===== src/rtl/serial_sub_pkg.sv =====
// Shared definitions for the bit-serial subtractor.
//   state_t   : controller states (IDLE, RUN, DONE)
//   SUB_WIDTH : default operand/result width
//   cnt_width : bit-counter width for a given operand width
package serial_sub_pkg;

  typedef enum logic [1:0] {
    IDLE = 2'd0,
    RUN  = 2'd1,
    DONE = 2'd2
  } state_t;

  localparam int SUB_WIDTH = 4;

  // Width of the bit counter: enough to hold 0..w-1.
  function automatic int cnt_width(input int w);
    return (w < 2) ? 1 : $clog2(w);
  endfunction

endpackage


===== src/rtl/serial_subtractor_full_subtractor.sv =====
// One-bit full subtractor cell: d = a - b - br_in.
// Ports:
//   a, b    : operand bits
//   br_in   : incoming borrow
//   d       : difference bit
//   br_out  : outgoing borrow
module full_subtractor (
  input  logic a,
  input  logic b,
  input  logic br_in,
  output logic d,
  output logic br_out
);

  assign d      = a ^ b ^ br_in;
  assign br_out = (~a & b) | (~(a ^ b) & br_in);

endmodule


===== src/rtl/serial_subtractor.sv =====
// Bit-serial subtractor: d = a - b - b_in, one bit per clock, LSB first,
// through a single shared full_subtractor cell.
// Optional feature macro: SERIAL_SUB_OVF_EN adds the signed-overflow port ovf.
// Ports:
//   clk, resetn : clock, asynchronous active-low reset
//   start       : request; accepted in IDLE or DONE, ignored in RUN
//   a, b, b_in  : operands, captured when start is accepted
//   busy        : high while bits are being processed (RUN)
//   done        : one-cycle pulse, d/b_out (and ovf) hold the new result
//   d           : difference register
//   b_out       : per-stage borrow vector; b_out[WIDTH-1] is the final borrow
//   ovf         : two's-complement overflow (SERIAL_SUB_OVF_EN only)
// Handshake: start is a level sampled on every rising edge; it is taken when
// the controller is in IDLE or DONE and dropped on the floor in RUN. done
// pulses for exactly one cycle per accepted start and never overlaps busy.
module serial_subtractor
  import serial_sub_pkg::*;
#(
  parameter int WIDTH = SUB_WIDTH
) (
  input  logic             clk,
  input  logic             resetn,
  input  logic             start,
  input  logic [WIDTH-1:0] a,
  input  logic [WIDTH-1:0] b,
  input  logic             b_in,
  output logic             busy,
  output logic             done,
  output logic [WIDTH-1:0] d,
  output logic [WIDTH-1:0] b_out
`ifdef SERIAL_SUB_OVF_EN
  ,
  output logic             ovf
`endif
);

  localparam int CW = cnt_width(WIDTH);
  localparam logic [CW-1:0] LAST = CW'(WIDTH - 1);

  state_t           state;
  logic [CW-1:0]    counter;
  logic [WIDTH-1:0] a_sr;
  logic [WIDTH-1:0] b_sr;
  logic             br;
  logic [WIDTH-1:0] d_acc;
  logic [WIDTH-1:0] bo_acc;

  logic             fs_a;
  logic             fs_b;
  logic             fs_br_in;
  logic             fs_d;
  logic             fs_br_out;
  logic [CW-1:0]    bit_idx;
  logic [WIDTH-1:0] d_next;
  logic [WIDTH-1:0] bo_next;

  // In RUN the cell works on the shift-register LSBs. In DONE the cell is fed
  // straight from the inputs so a back-to-back request processes its bit 0 on
  // the same edge that captures it, giving one result every WIDTH cycles.
  always_comb begin
    fs_a     = a[0];
    fs_b     = b[0];
    fs_br_in = b_in;
    bit_idx  = '0;
    d_next   = '0;
    bo_next  = '0;
    if (state == RUN) begin
      fs_a     = a_sr[0];
      fs_b     = b_sr[0];
      fs_br_in = br;
      bit_idx  = counter;
      d_next   = d_acc;
      bo_next  = bo_acc;
    end
    d_next[bit_idx]  = fs_d;
    bo_next[bit_idx] = fs_br_out;
  end

  full_subtractor u_cell (
    .a      (fs_a),
    .b      (fs_b),
    .br_in  (fs_br_in),
    .d      (fs_d),
    .br_out (fs_br_out)
  );

  always_ff @(posedge clk or negedge resetn) begin
    if (!resetn) begin
      state   <= IDLE;
      counter <= '0;
      a_sr    <= '0;
      b_sr    <= '0;
      br      <= 1'b0;
      d_acc   <= '0;
      bo_acc  <= '0;
      busy    <= 1'b0;
      done    <= 1'b0;
      d       <= '0;
      b_out   <= '0;
`ifdef SERIAL_SUB_OVF_EN
      ovf     <= 1'b0;
`endif
    end else begin
      case (state)
        IDLE: begin
          done <= 1'b0;
          if (start) begin
            a_sr    <= a;
            b_sr    <= b;
            br      <= b_in;
            counter <= '0;
            d_acc   <= '0;
            bo_acc  <= '0;
            busy    <= 1'b1;
            state   <= RUN;
          end
        end

        RUN: begin
          a_sr    <= a_sr >> 1;
          b_sr    <= b_sr >> 1;
          br      <= fs_br_out;
          d_acc   <= d_next;
          bo_acc  <= bo_next;
          counter <= counter + CW'(1);
          if (counter == LAST) begin
            counter <= '0;
            d       <= d_next;
            b_out   <= bo_next;
`ifdef SERIAL_SUB_OVF_EN
            ovf     <= bo_next[WIDTH-1] ^ bo_next[WIDTH-2];
`endif
            busy    <= 1'b0;
            done    <= 1'b1;
            state   <= DONE;
          end
        end

        DONE: begin
          done <= 1'b0;
          if (start) begin
            // Capture and process bit 0 in one step (see the cell mux above).
            a_sr    <= a >> 1;
            b_sr    <= b >> 1;
            br      <= fs_br_out;
            d_acc   <= d_next;
            bo_acc  <= bo_next;
            counter <= CW'(1);
            busy    <= 1'b1;
            state   <= RUN;
          end else begin
            state <= IDLE;
          end
        end

        default: begin
          busy  <= 1'b0;
          done  <= 1'b0;
          state <= IDLE;
        end
      endcase
    end
  end

endmodule


===== config.mk =====
export PLATFORM = sky130hd
export DESIGN_NAME = serial_subtractor
export DESIGN_NICKNAME = d
export VERILOG_FILES = /design/src/rtl/serial_sub_pkg.sv /design/src/rtl/serial_subtractor_full_subtractor.sv /design/src/rtl/serial_subtractor.sv
export SDC_FILE = /design/constraint.sdc
export NUM_CORES = 1
export LEC_CHECK = 0
export ABC_CLOCK_PERIOD_IN_PS = 3330
export CAP_MARGIN = 5
export CORE_MARGIN = 2
export CORE_UTILIZATION = 25
export DETAILED_ROUTE_END_ITERATION = 7
export HOLD_SLACK_MARGIN = 0.03
export PLACE_DENSITY = 0.4
export SKIP_LAST_GASP = 1
export SYNTH_ARGS = -nofsm -noshare
export SYNTH_HDL_FRONTEND = slang
export SYNTH_HIERARCHICAL = 1
export SYNTH_SLANG_ARGS = --single-unit

===== constraint.sdc =====
create_clock -name clk -period 3.33 [get_ports clk]
set_input_delay 0.999 -clock clk [delete_from_list [all_inputs] [get_ports clk]]
set_output_delay 0.999 -clock clk [all_outputs]
set_load 0.005 [all_outputs]

After elaboration in Yosys (flattened, before gate mapping)
Index checks and enable logic that the tools add are counted.
Storage, ports and cells
  bits in registers: 31
  bits of input ports: 12
  output and inout port bits: 10
  word-level logic and storage cells: 72
Operators by class
  add/sub/neg operators: 1
  order comparisons: 2
  equality and inequality tests: 7
  multiplexer cells: 36
  bitwise operators: 7
  reductions and logical operators: 8
Operators with widths (count)
  $pmux 4 s3: 4
  $mux 4: 9
  $pmux 2 s3: 2
  $mux 1: 11
  $mux 2: 5
  $bwmux 4: 2
  $reduce_and 2->1: 3
  $eq 2x2->1 const B: 2
  $ne 2x1->1 const B: 2
  $ne 2x2->1 const B: 2
  $lt 2x3->1 const B: 1
  $pmux 1 s3: 1
  $reduce_and 3->1: 1
  $reduce_bool 3->1: 1
  $add 2x1->2 const B: 1
  $and 1x1->1: 2
  $demux 1 s2: 1
  $eq 2x1->1 const B: 1
  $ge 2x1->1 const B: 1
  $logic_not 2->1: 1
  $not 1->1: 2
  $pmux 1 s2: 1
  $reduce_or 2->1: 1
  $xor 1x1->1: 2
  2 further kinds: 2

Depth between registers and ports, before layout
Gate-level depths: netlist (run 1).
  depth after elaboration: 9
  mapped depth: 11
  depth with buffers taken out: 9

Hierarchy
Netlist (run 1), hierarchy kept.
Modules (own cells, without submodules)
  serial_subtractor: instances 1, cells each 170, area an instance 1730.4 µm², sequential area each 775.7 µm²
  full_subtractor: instances 1, cells each 4, area an instance 31.3 µm², sequential area each 0.0 µm²

Least setup slack after synthesis (run 1)
No wires, ideal clock.
  path type: flip-flop to flip-flop
  start: reg state[1]
  end: reg d[1]
  library setup time: 0.129 ns
  data arrival time: 2.374 ns
  data required time: 3.201 ns
  path slack: 0.827 ns
  stages on the path, launching flop included: 10
  path buffers: 2
  period minus slack after synthesis: 2.503 ns
  path through: dfrtp_1 > inv_1 > ha_1 > buf_6 > clkbuf_8 > mux2_2 > fa_1 > and4b_2 > a31oi_1 > o21ai_0
Between the ends
  elaborated cells on any way between the ends: 15
  classes of those cells: order compare: 2; eq/ne: 1; mux: 8; bitwise: 2; reduce/logical: 2
RTL lines
  start: declaration: RTL line serial_subtractor.sv:40  | state_t state;
  start signal: assignment: RTL line serial_subtractor.sv:89  | state <= IDLE;
  start signal: assignment: RTL line serial_subtractor.sv:115  | state <= RUN;
  start signal: assignment: RTL line serial_subtractor.sv:135  | state <= DONE;
  $eq 2x1->1: RTL line serial_subtractor.sv:67  | if (state == RUN) begin
  $mux 1: RTL line serial_subtractor.sv:67
  named net fs_a: RTL line serial_subtractor.sv:48  | logic fs_a;
  $xor 1x1->1 (2 in a row): RTL line serial_subtractor_full_subtractor.sv:15  | assign d = a ^ b ^ br_in;
  named net fs_d: RTL line serial_subtractor.sv:51  | logic fs_d;
  $bwmux 4: RTL line serial_subtractor.sv:75  | d_next[bit_idx] = fs_d;
  end signal: assignment: RTL line serial_subtractor.sv:128  | d <= d_next;
  end: declaration: RTL line serial_subtractor.sv:29  | output logic [WIDTH-1:0] d,
The timed path passes the listed nets, and every way through them passes these cells.
A chain may end at the register's enable or synchronous reset.

Worst setup path in the final report (run 1)
  start: in a[0]
  end: reg d[1]
Between the ends
  cells in the longest elaborated chain, start to end: 4
RTL lines
  start: declaration: RTL line serial_subtractor.sv:24  | input logic [WIDTH-1:0] a,
  $mux 1: RTL line serial_subtractor.sv:67
  named net fs_a: RTL line serial_subtractor.sv:48
  $xor 1x1->1 (2 in a row): RTL line serial_subtractor_full_subtractor.sv:15
  named net fs_d: RTL line serial_subtractor.sv:51
  $bwmux 4: RTL line serial_subtractor.sv:75
The timed path passes the listed nets, and every way through them passes these cells.

==> results of run 1 <==
worst max-delay path by stage:
stage	startpoint	endpoint	slack, ns	cells after the start
after detailed placement	a[0]	d[1]	0.46	6
after global routing	a[0]	d[1]	0.62	6
final	a[0]	d[1]	0.78	6
after CTS	a[0]	d[1]	0.77	6
after global placement	a[0]	d[1]	0.50	6
after floorplan	state[1]	d[1]	0.83	9
final cells by class:
class / count / share of cell area
clock inverter: 1 / 0.00237
sequential: 31 / 0.367
inverter: 7 / 0.0124
clock buffer: 7 / 0.0361
tap: 96 / 0.0568
timing repair buffer: 25 / 0.114
multi-input combinational: 125 / 0.412
flip-flops by register name, summed over array words and instances, names as in the netlist:
register and flops:
bo_acc 4, busy 1, a_sr 4, state 2, counter 2, b_sr 4
done 1, b_out 4, br 1, d 4, d_acc 4
power by group through the flow:
stage          Sequential, mW  Clock (mW)  Combinational (mW)
3_3_place_gp            0.580           0               0.901
4_1_cts                 0.580       0.299               0.912
3_5_place_dp            0.586           0               0.909
5_1_grt                 0.598       0.315                1.00
2_1_floorplan           0.567           0               0.673
6_report                0.579       0.289               0.904
cell usage in the layout (no fill, tap or decap), types with 7 or more instances in the layout:
cell type / synthesis / layout
nand2_1: 16 / 16
clkdlybuf4s50_1: 0 / 21
a21oi_1: 10 / 10
nand3_1: 11 / 11
o21ai_0: 10 / 10
inv_1: 7 / 7
nor2_1: 8 / 8
a22oi_1: 9 / 9
dfrtp_1: 31 / 31
mux2_2: 9 / 9
cells in the mapped netlist (5+ instances only):
cell | count | area share
a21oi_1 | 10 | 0.028
a22oi_1 | 9 | 0.038
dfrtp_1 | 31 | 0.44
ha_1 | 6 | 0.043
inv_1 | 7 | 0.015
mux2_2 | 9 | 0.058
mux2i_1 | 5 | 0.028
nand2_1 | 16 | 0.034
nand2b_1 | 6 | 0.021
nand3_1 | 11 | 0.031
nor2_1 | 8 | 0.017
o21ai_0 | 10 | 0.028
metal layers:
metal	global-route usage	up-vias	wire, microns
li1	-	669	-
met1	0.169	676	2170
met2	0.187	29	1910
met3	0.0292	7	138
met4	0.0336	0	55
met5	0	-	0
stage by stage:
| stage | worst slack, ns | instance area (sq um) | total power [mW] |
|---|---|---|---|
| 2_1_floorplan | 0.827 | 1760 | 1.24 |
| 6_report | 0.784 | 2110 | 1.77 |
| 3_5_place_dp | 0.457 | 2030 | 1.49 |
| 3_3_place_gp | 0.505 | 2030 | 1.48 |
| 5_1_grt | 0.621 | 2110 | 1.92 |
| 4_1_cts | 0.766 | 2110 | 1.79 |
worst max-delay path, stage by stage:
cell and delay, ns:
clkdlybuf4s50_1 0.42, mux2_2 0.29, fa_1 0.49, and4b_2 0.22, a31oi_1 0.18, o21ai_0 0.10
logic make-up (layout without fill, tap and decap cells):
logic type | count (synthesis) | after routing | share of synthesized area
simple gates | 55 | 55 | 0.170
flops | 31 | 31 | 0.440
mux | 15 | 15 | 0.0945
fa+ha+maj | 7 | 7 | 0.0540
compound gates | 48 | 48 | 0.176
buf+inv | 18 | 40 | 0.0653
==> run_results.csv, run 1 <==
group,metric,value,unit
floorplanning,die_y,87.9,microns
cts,clockRootBuffer,"clkbuf_8",
power_and_ir_drop,power.internal,1.05,mW
drt,routed_via_density,4.73,
synth,ys_types,39,
worst_setup_path,required,3.48,ns
min_path,whs_path_depth,2,
synth,syn_area,1760,sq um
floorplanning,row_count,30,
drt,wl,4280,microns
grt,grt_max_degree,32,
drt,drc,0,
floorplanning,core,6790,sq um
sta,period_needed,2.55,ns
min_path,hold_end,"b_out[1]",
sta,fin_tns_setup,0,ns
sta,finalSetupViolCount,0,
final_layout,register_area,776,sq um
power_and_ir_drop,comb_power_share,0.510,
power_and_ir_drop,p_seq_frac,0.327,
sta,slew_violations,0,
placement,placed_cells,284,
drt,vias,1381,
worst_setup_path,end_kind,"register",
min_path,min_from,"b_out[1]",
power_and_ir_drop,switchingPower,0.722,mW
sta,rsz0062_at_grt,"no",
synth,avgSynthCellArea,10.1,sq um
grt,antenna_found_initial,0,
drt,postRouteAntennaNets,0,
worst_setup_path,r2r-start,"state[1]",
floorplanning,die-area,7730,sq um
grt,grt_use_total,0.121,
synth,synth_ff_type,"dfrtp_1",
cts,cts_hold_buffers,0,
drt,drtIter0Drc,57,
power_and_ir_drop,clockPowerShare,0.163,
power_and_ir_drop,power_leakage,0.906,nW
cts,cts-resized-gates,0,
sta,timing.hold.ws,0.480,ns
final_layout,drive_above_1_share,0.143,
cts,cts_tree,"built",
synth,syn_nets,193,
final_layout,final_util,0.311,
worst_setup_path,path_class,"in -> reg",
synth,synth_seq_cells,31,
synth,synth_edf_count,0,
sta,skew,0.00692,ns
sta,worst_pin_slew,0.816,ns
worst_setup_path,crit_fanout,2,
cts,clk_latency,0.28,ns
sta,max_freq,0.393,GHz
final_layout,fill_cells,697,
min_path,hold_path.class,"reg -> reg",
power_and_ir_drop,power_density,838,nW/um^2
worst_setup_path,reg2reg_depth,7,
run_status,status,"completed",
placement,dp_hpwl,2960,microns
cts,cts_max_path_buffers,2,
placement,gp_congestion,0.754,
synth,yosysWarnings,6,
synth,yosysSeqAreaShare,0.440,
cts,cts.reportedPaths.clkPinSlew,0.07,ns
final_layout,multi_input_area,871,sq um
cts,cts_made_buffers,5,
cts,htreeDepth,2,
sta,report.final.hold_viol_count,0,
job,maxCapViolations,0,
sta,timing.final.crit_share,0.765,
worst_setup_path,start_kind,"primary input",
sta,maxSlewHeadroom,0.456,
grt,grt_first_pass_wirelength,7080,microns
final_layout,area_growth,20.0,%
cts,cts_setup_buffers,0,
power_and_ir_drop,vdd_ir_drop_max,0.465,mV
final_layout,layoutNonFillerInstCount,292,
cts,cts_sinks,31,
worst_setup_path,r2r_setup_slack,0.91,ns
power_and_ir_drop,switching_share,0.408,
final_layout,diodes,0,
grt,globalRouteOverflowTotal,0,
floorplanning,pin_count,22,
worst_setup_path,arrival,2.70,ns
drt,drtPass1Iterations,4,
synth,netlist_instances,174,
floorplanning,die_w,87.9,microns
worst_setup_path,reg2reg_to,"d[1]",
drt,wire_per_inst,14.7,microns
final_layout,fin_nets,214,
placement,port_buffers,21,
synth,postSynth.asyncResetShare,1.00,
floorplanning,initial_core_util,0.259,
grt,grt_pass1_vias,1368,
No activity file was read; power rests on OpenSTA's default activity.
==> run 2: changes to the inputs <==
--- a/config.mk
+++ b/config.mk
@@ -5,13 +5,13 @@
 export SDC_FILE = /design/constraint.sdc
 export NUM_CORES = 1
 export LEC_CHECK = 0
-export ABC_CLOCK_PERIOD_IN_PS = 3330
+export ABC_CLOCK_PERIOD_IN_PS = 2200
 export CAP_MARGIN = 5
 export CORE_MARGIN = 2
 export CORE_UTILIZATION = 25
 export DETAILED_ROUTE_END_ITERATION = 7
 export HOLD_SLACK_MARGIN = 0.03
-export PLACE_DENSITY = 0.4
+export PLACE_DENSITY = 0.42
 export SKIP_LAST_GASP = 1
 export SYNTH_ARGS = -nofsm -noshare
 export SYNTH_HDL_FRONTEND = slang
==> constraint.sdc (replaced) <==
create_clock -name clk -period 2.2 [get_ports clk]
set_input_delay 0.66 -clock clk [delete_from_list [all_inputs] [get_ports clk]]
set_output_delay 0.66 -clock clk [all_outputs]
set_load 0.005 [all_outputs]
==> run 2 against run 1 <==
Flip-flop and latch count unchanged. Die area unchanged. Worst hold slack got worse by 0.0013 ns. Largest power group unchanged.
==> run_results.csv, run 2 (synthesis gave the netlist of run 1 again) <==
group,metric,value,unit
floorplanning,initial_core_util,0.259,
worst_setup_path,crit_fanout,4,
power_and_ir_drop,power_density,1270,nW/um^2
worst_setup_path,crit_path_cell_trace,"inv_2, ha_4, mux2_4, inv_2, fa_2, and4b_2, a31oi_4, o21ai_1",
cts,cts_max_path_buffers,2,
power_and_ir_drop,clockPowerShare,0.155,
worst_setup_path,arrival,2.23,ns
grt,grt_first_pass_wirelength,7230,microns
worst_setup_path,path_class,"reg -> reg",
cts,htreeDepth,2,
final_layout,fin_nets,222,
sta,timing.final.crit_share,0.942,
drt,routed_via_density,4.72,
sta,worst_pin_slew,0.659,ns
sta,maxSlewHeadroom,0.561,
power_and_ir_drop,power.internal,1.70,mW
floorplanning,pin_count,22,
sta,max_freq,0.482,GHz
worst_setup_path,critPathMaxStageDelay,0.44,ns
cts,clk_latency,0.28,ns
worst_setup_path,critPathTopFamily,"adder cells",
placement,post_dp_cell_area,2120,sq um
drt,drtPass1Iterations,4,
grt,grt_max_degree,32,
drt,wl,4210,microns
power_and_ir_drop,switching_share,0.399,
worst_setup_path,end_kind,"register",
grt,globalRouteOverflowTotal,0,
floorplanning,core,6790,sq um
floorplanning,die_w,87.9,microns
drt,wire_per_inst,14.0,microns
power_and_ir_drop,p_seq_frac,0.307,
worst_setup_path,crit_path_start,"state[1]",
grt,antenna_found_initial,0,
cts,cts_made_buffers,5,
min_path,hold_path.class,"reg -> reg",
run_status,status,"completed",
worst_setup_path,required,2.35,ns
sta,slew_violations,0,
worst_setup_path,cp_slowest_cell,"fa_2",
worst_setup_path,start_kind,"register",
power_and_ir_drop,comb_power_share,0.538,
sta,finalSetupViolCount,0,
placement,port_buffers,21,
cts,cts_tree,"built",
floorplanning,die_y,87.9,microns
grt,grt_pass1_vias,1458,
final_layout,final_cell_mix,"dfrtp_1, clkdlybuf4s50_1, nand2_1",
drt,drc,0,
final_layout,final_util,0.328,
placement,placed_cells,292,
power_and_ir_drop,switchingPower,1.13,mW
drt,postRouteAntennaNets,0,
cts,cts.reportedPaths.clkPinSlew,0.07,ns
worst_setup_path,r2r-start,"state[1]",
drt,vias,1415,
cts,clockRootBuffer,"clkbuf_8",
cts,cts_setup_buffers,0,
cts,cts_hold_buffers,0,
placement,dp_slack,-0.321,ns
final_layout,drive_above_1_share,0.216,
final_layout,multi_input_area,918,sq um
sta,period_needed,2.07,ns
power_and_ir_drop,vdd_ir_drop_max,0.469,mV
floorplanning,die-area,7730,sq um
worst_setup_path,crit_top_cell,"inv_2",
sta,skew,0.00580,ns
worst_setup_path,worstPathBufferInverterCount,2,
final_layout,diodes,0,
sta,finalWorstSetupSlack,0.127,ns
final_layout,register_area,776,sq um
floorplanning,row_count,30,
drt,drtIter0Drc,90,
final_layout,area_growth,26.6,%
sta,rsz0062_at_grt,"no",
final_layout,layout_commonest_cell,"dfrtp_1",
grt,grt_use_total,0.122,
final_layout,layoutNonFillerInstCount,300,
cts,cts_sinks,31,
final_layout,fill_cells,698,
sta,timing.hold.ws,0.479,ns
min_path,min_from,"done",
power_and_ir_drop,power_leakage,0.983,nW
sta,report.final.hold_viol_count,0,
placement,dp_hpwl,3100,microns
job,maxCapViolations,0,
final_layout,design_area,2230,sq um
placement,gp_congestion,0.761,
## run 2: worst paths after layout
kind / slack (ns) / end / cells past startpoint
worst max-delay path: 0.13 / d[1] / 8
worst min-delay path: 0.48 / done / 2
worst max register to register: 0.13 / d[1] / 8
worst min register to register: 0.48 / done / 2
max in group asynchronous: 1.12 / b_sr[2] / 2
min in group asynchronous: 0.78 / done / 2
## run 2: what timing repair did
action | in CTS | in global routing
endpoints found under the setup margin | 2 | 3
resized for setup | 1 | 5
pin swaps | 0 | 2
## run 2: power groups by stage
stage | clock [mW] | combinational, mW | sequential (mW)
after floorplan | 0 | 1.06 | 0.865
after global placement | 0 | 1.51 | 0.874
after CTS | 0.454 | 1.53 | 0.872
after global routing | 0.484 | 1.70 | 0.895
after detailed placement | 0 | 1.53 | 0.882
final | 0.439 | 1.53 | 0.871
## run 2: through the flow
stage / total power, mW / TNS [ns]
2_1_floorplan: 1.93 / -0.275
3_3_place_gp: 2.38 / -2.09
3_5_place_dp: 2.41 / -2.53
4_1_cts: 2.86 / 0
5_1_grt: 3.08 / 0
6_report: 2.84 / 0
## run 2: per-layer routing
metal | global-route usage | part of all wire | vias to the layer above
met5 | 0 | 0 | -
met4 | 0.0406 | 0.0083 | 0
met3 | 0.0330 | 0.038 | 5
met2 | 0.196 | 0.48 | 32
met1 | 0.158 | 0.47 | 691
li1 | - | - | 687
## run 2: area by class of cell
cell class                      instances  share of cell area
Timing Repair Buffer                   33               0.138
Tap cell                               96              0.0539
Clock inverter                          1             0.00224
Sequential cell                        31               0.348
Multi-Input combinational cell        125               0.412
Clock buffer                            7              0.0342
Inverter                                7              0.0118
## run 2: tightest hold or removal path, cell delays in order (launching register included)
cell and delay, ns:
dfrtp_1 0.35, nand2_1 0.05, nand2_1 0.05
==> run 3: changes to the inputs <==
--- a/config.mk
+++ b/config.mk
@@ -11,7 +11,7 @@
 export CORE_UTILIZATION = 25
 export DETAILED_ROUTE_END_ITERATION = 7
 export HOLD_SLACK_MARGIN = 0.03
-export PLACE_DENSITY = 0.42
+export PLACE_DENSITY = 0.51
 export SKIP_LAST_GASP = 1
 export SYNTH_ARGS = -nofsm -noshare
 export SYNTH_HDL_FRONTEND = slang
==> run 3 against run 2 <==
Routed wire length down 1.7%. Non-clock buffer count rose by 1. Core utilization grew 0.35 points. Flip-flop and latch count is the same. Final area rose by 1.1%. Combinational power up 4%. Largest power group unchanged. Critical path type unchanged.
==> run_results.csv, run 3 (synthesis gave the netlist of run 1 again) <==
group,metric,value,unit
sta,worst_pin_slew,0.532,ns
power_and_ir_drop,switching_share,0.394,
sta,finalSetupViolCount,0,
final_layout,final_cell_mix,"dfrtp_1, clkdlybuf4s50_1, nand2_1",
cts,cts_max_path_buffers,2,
placement,placed_cells,293,
floorplanning,core,6790,sq um
drt,drtPass1Iterations,4,
power_and_ir_drop,power_leakage,0.994,nW
min_path,min_from,"b_out[3]",
power_and_ir_drop,power_density,1280,nW/um^2
sta,max_freq,0.478,GHz
cts,htreeDepth,2,
grt,antenna_found_initial,0,
power_and_ir_drop,power.internal,1.75,mW
cts,cts_tree,"built",
sta,maxSlewHeadroom,0.645,
floorplanning,initial_core_util,0.259,
worst_setup_path,crit_path_start,"state[1]",
worst_setup_path,end_kind,"register",
cts,cts_setup_buffers,0,
placement,dp_slack,-0.306,ns
cts,cts_hold_buffers,0,
cts,cts_made_buffers,5,
floorplanning,die_w,87.9,microns
drt,vias,1394,
final_layout,diodes,0,
sta,timing.final.crit_share,0.951,
placement,gp_congestion,0.762,
worst_setup_path,start_kind,"register",
power_and_ir_drop,switchingPower,1.14,mW
final_layout,fin_nets,223,
power_and_ir_drop,comb_power_share,0.550,
floorplanning,row_count,30,
placement,dp_hpwl,2880,microns
worst_setup_path,crit_fanout,4,
grt,globalRouteOverflowTotal,0,
grt,grt_first_pass_wirelength,7010,microns
grt,grt_pass1_vias,1407,
worst_setup_path,reg2reg_depth,8,
sta,report.final.hold_viol_count,0,
power_and_ir_drop,vdd_ir_drop_max,0.636,mV
min_path,hold_path.class,"reg -> reg",
power_and_ir_drop,clockPowerShare,0.153,
worst_setup_path,required,2.36,ns
final_layout,area_growth,27.9,%
sta,timing.hold.ws,0.478,ns
sta,slew_violations,0,
final_layout,drive_above_1_share,0.220,
worst_setup_path,path_class,"reg -> reg",
drt,wl,4140,microns
job,maxCapViolations,0,
drt,drc,0,
sta,finalWorstSetupSlack,0.108,ns
grt,grt_max_degree,32,
placement,port_buffers,21,
final_layout,layoutNonFillerInstCount,301,
worst_setup_path,r2r-start,"state[1]",
cts,cts_sinks,31,
power_and_ir_drop,p_seq_frac,0.298,
drt,drtIter0Drc,75,
floorplanning,die-area,7730,sq um
worst_setup_path,arrival,2.25,ns
final_layout,layout_commonest_cell,"dfrtp_1",
min_path,whs_path_depth,2,
cts,clk_latency,0.29,ns
drt,wire_per_inst,13.8,microns
drt,routed_via_density,4.63,
power_and_ir_drop,power,2.90,mW
floorplanning,pin_count,22,
sta,skew,0.00802,ns
sta,rsz0062_at_grt,"no",
floorplanning,die_y,87.9,microns
cts,cts.reportedPaths.clkPinSlew,0.07,ns
run_status,status,"completed",
cts,clockRootBuffer,"clkbuf_8",
sta,period_needed,2.09,ns
drt,postRouteAntennaNets,0,
grt,grt_use_total,0.118,
==> run 3: what timing repair did <==
| item | in CTS | in global routing |
|---|---|---|
| endpoints found under the setup margin | 1 | 4 |
| pin swaps | 0 | 2 |
| gates resized for setup | 1 | 6 |
==> run 3: power groups by stage <==
stage               Sequential (mW)  Clock [mW]  Combinational (mW)
finish                        0.862       0.442                1.59
global route                  0.884       0.487                1.77
floorplan                     0.865           0                1.06
CTS                           0.864       0.455                1.58
detailed placement            0.873           0                1.57
global placement              0.874           0                1.56
==> run 3: per-layer routing <==
metal,up-vias,track usage,routed length [microns]
met4,0,0.0336,21
met5,-,0,0
met1,686,0.150,1970
li1,687,-,-
met2,19,0.196,2010
met3,2,0.0368,144
==> run 3: through the flow <==
step            util  cell area, sq um  TNS [ns]
3_3_place_gp   0.315              2140     -2.21
6_report       0.332              2250         0
2_1_floorplan      -              1790    -0.275
3_5_place_dp   0.315              2140     -2.71
5_1_grt        0.332              2250         0
4_1_cts        0.328              2230         0
==> run 3: worst paths after layout <==
check	end	slack (ns)
max	d[1]	0.11
min	b_out[3]	0.48
max reg2reg	d[1]	0.11
min reg2reg	b_out[3]	0.48
max in group asynchronous	a_sr[1]	1.10
min in group asynchronous	b_out[3]	0.78
==> run 3: critical path: stages, from the launching register on <==
cell and delay, ns:
dfrtp_1 0.39, inv_2 0.10, ha_4 0.17, mux2_4 0.30, inv_2 0.06, fa_2 0.45
and4b_2 0.26, a31oi_4 0.16, o21ai_1 0.08
==> run 3: cell type report <==
cell class	count	area, sq um
Clock buffer	7	76.3
Clock inverter	1	5.00
Fill cell	695	4540
Inverter	7	26.3
Multi-Input combinational cell	125	918
Sequential cell	31	776
Tap cell	96	120
Timing Repair Buffer	34	332
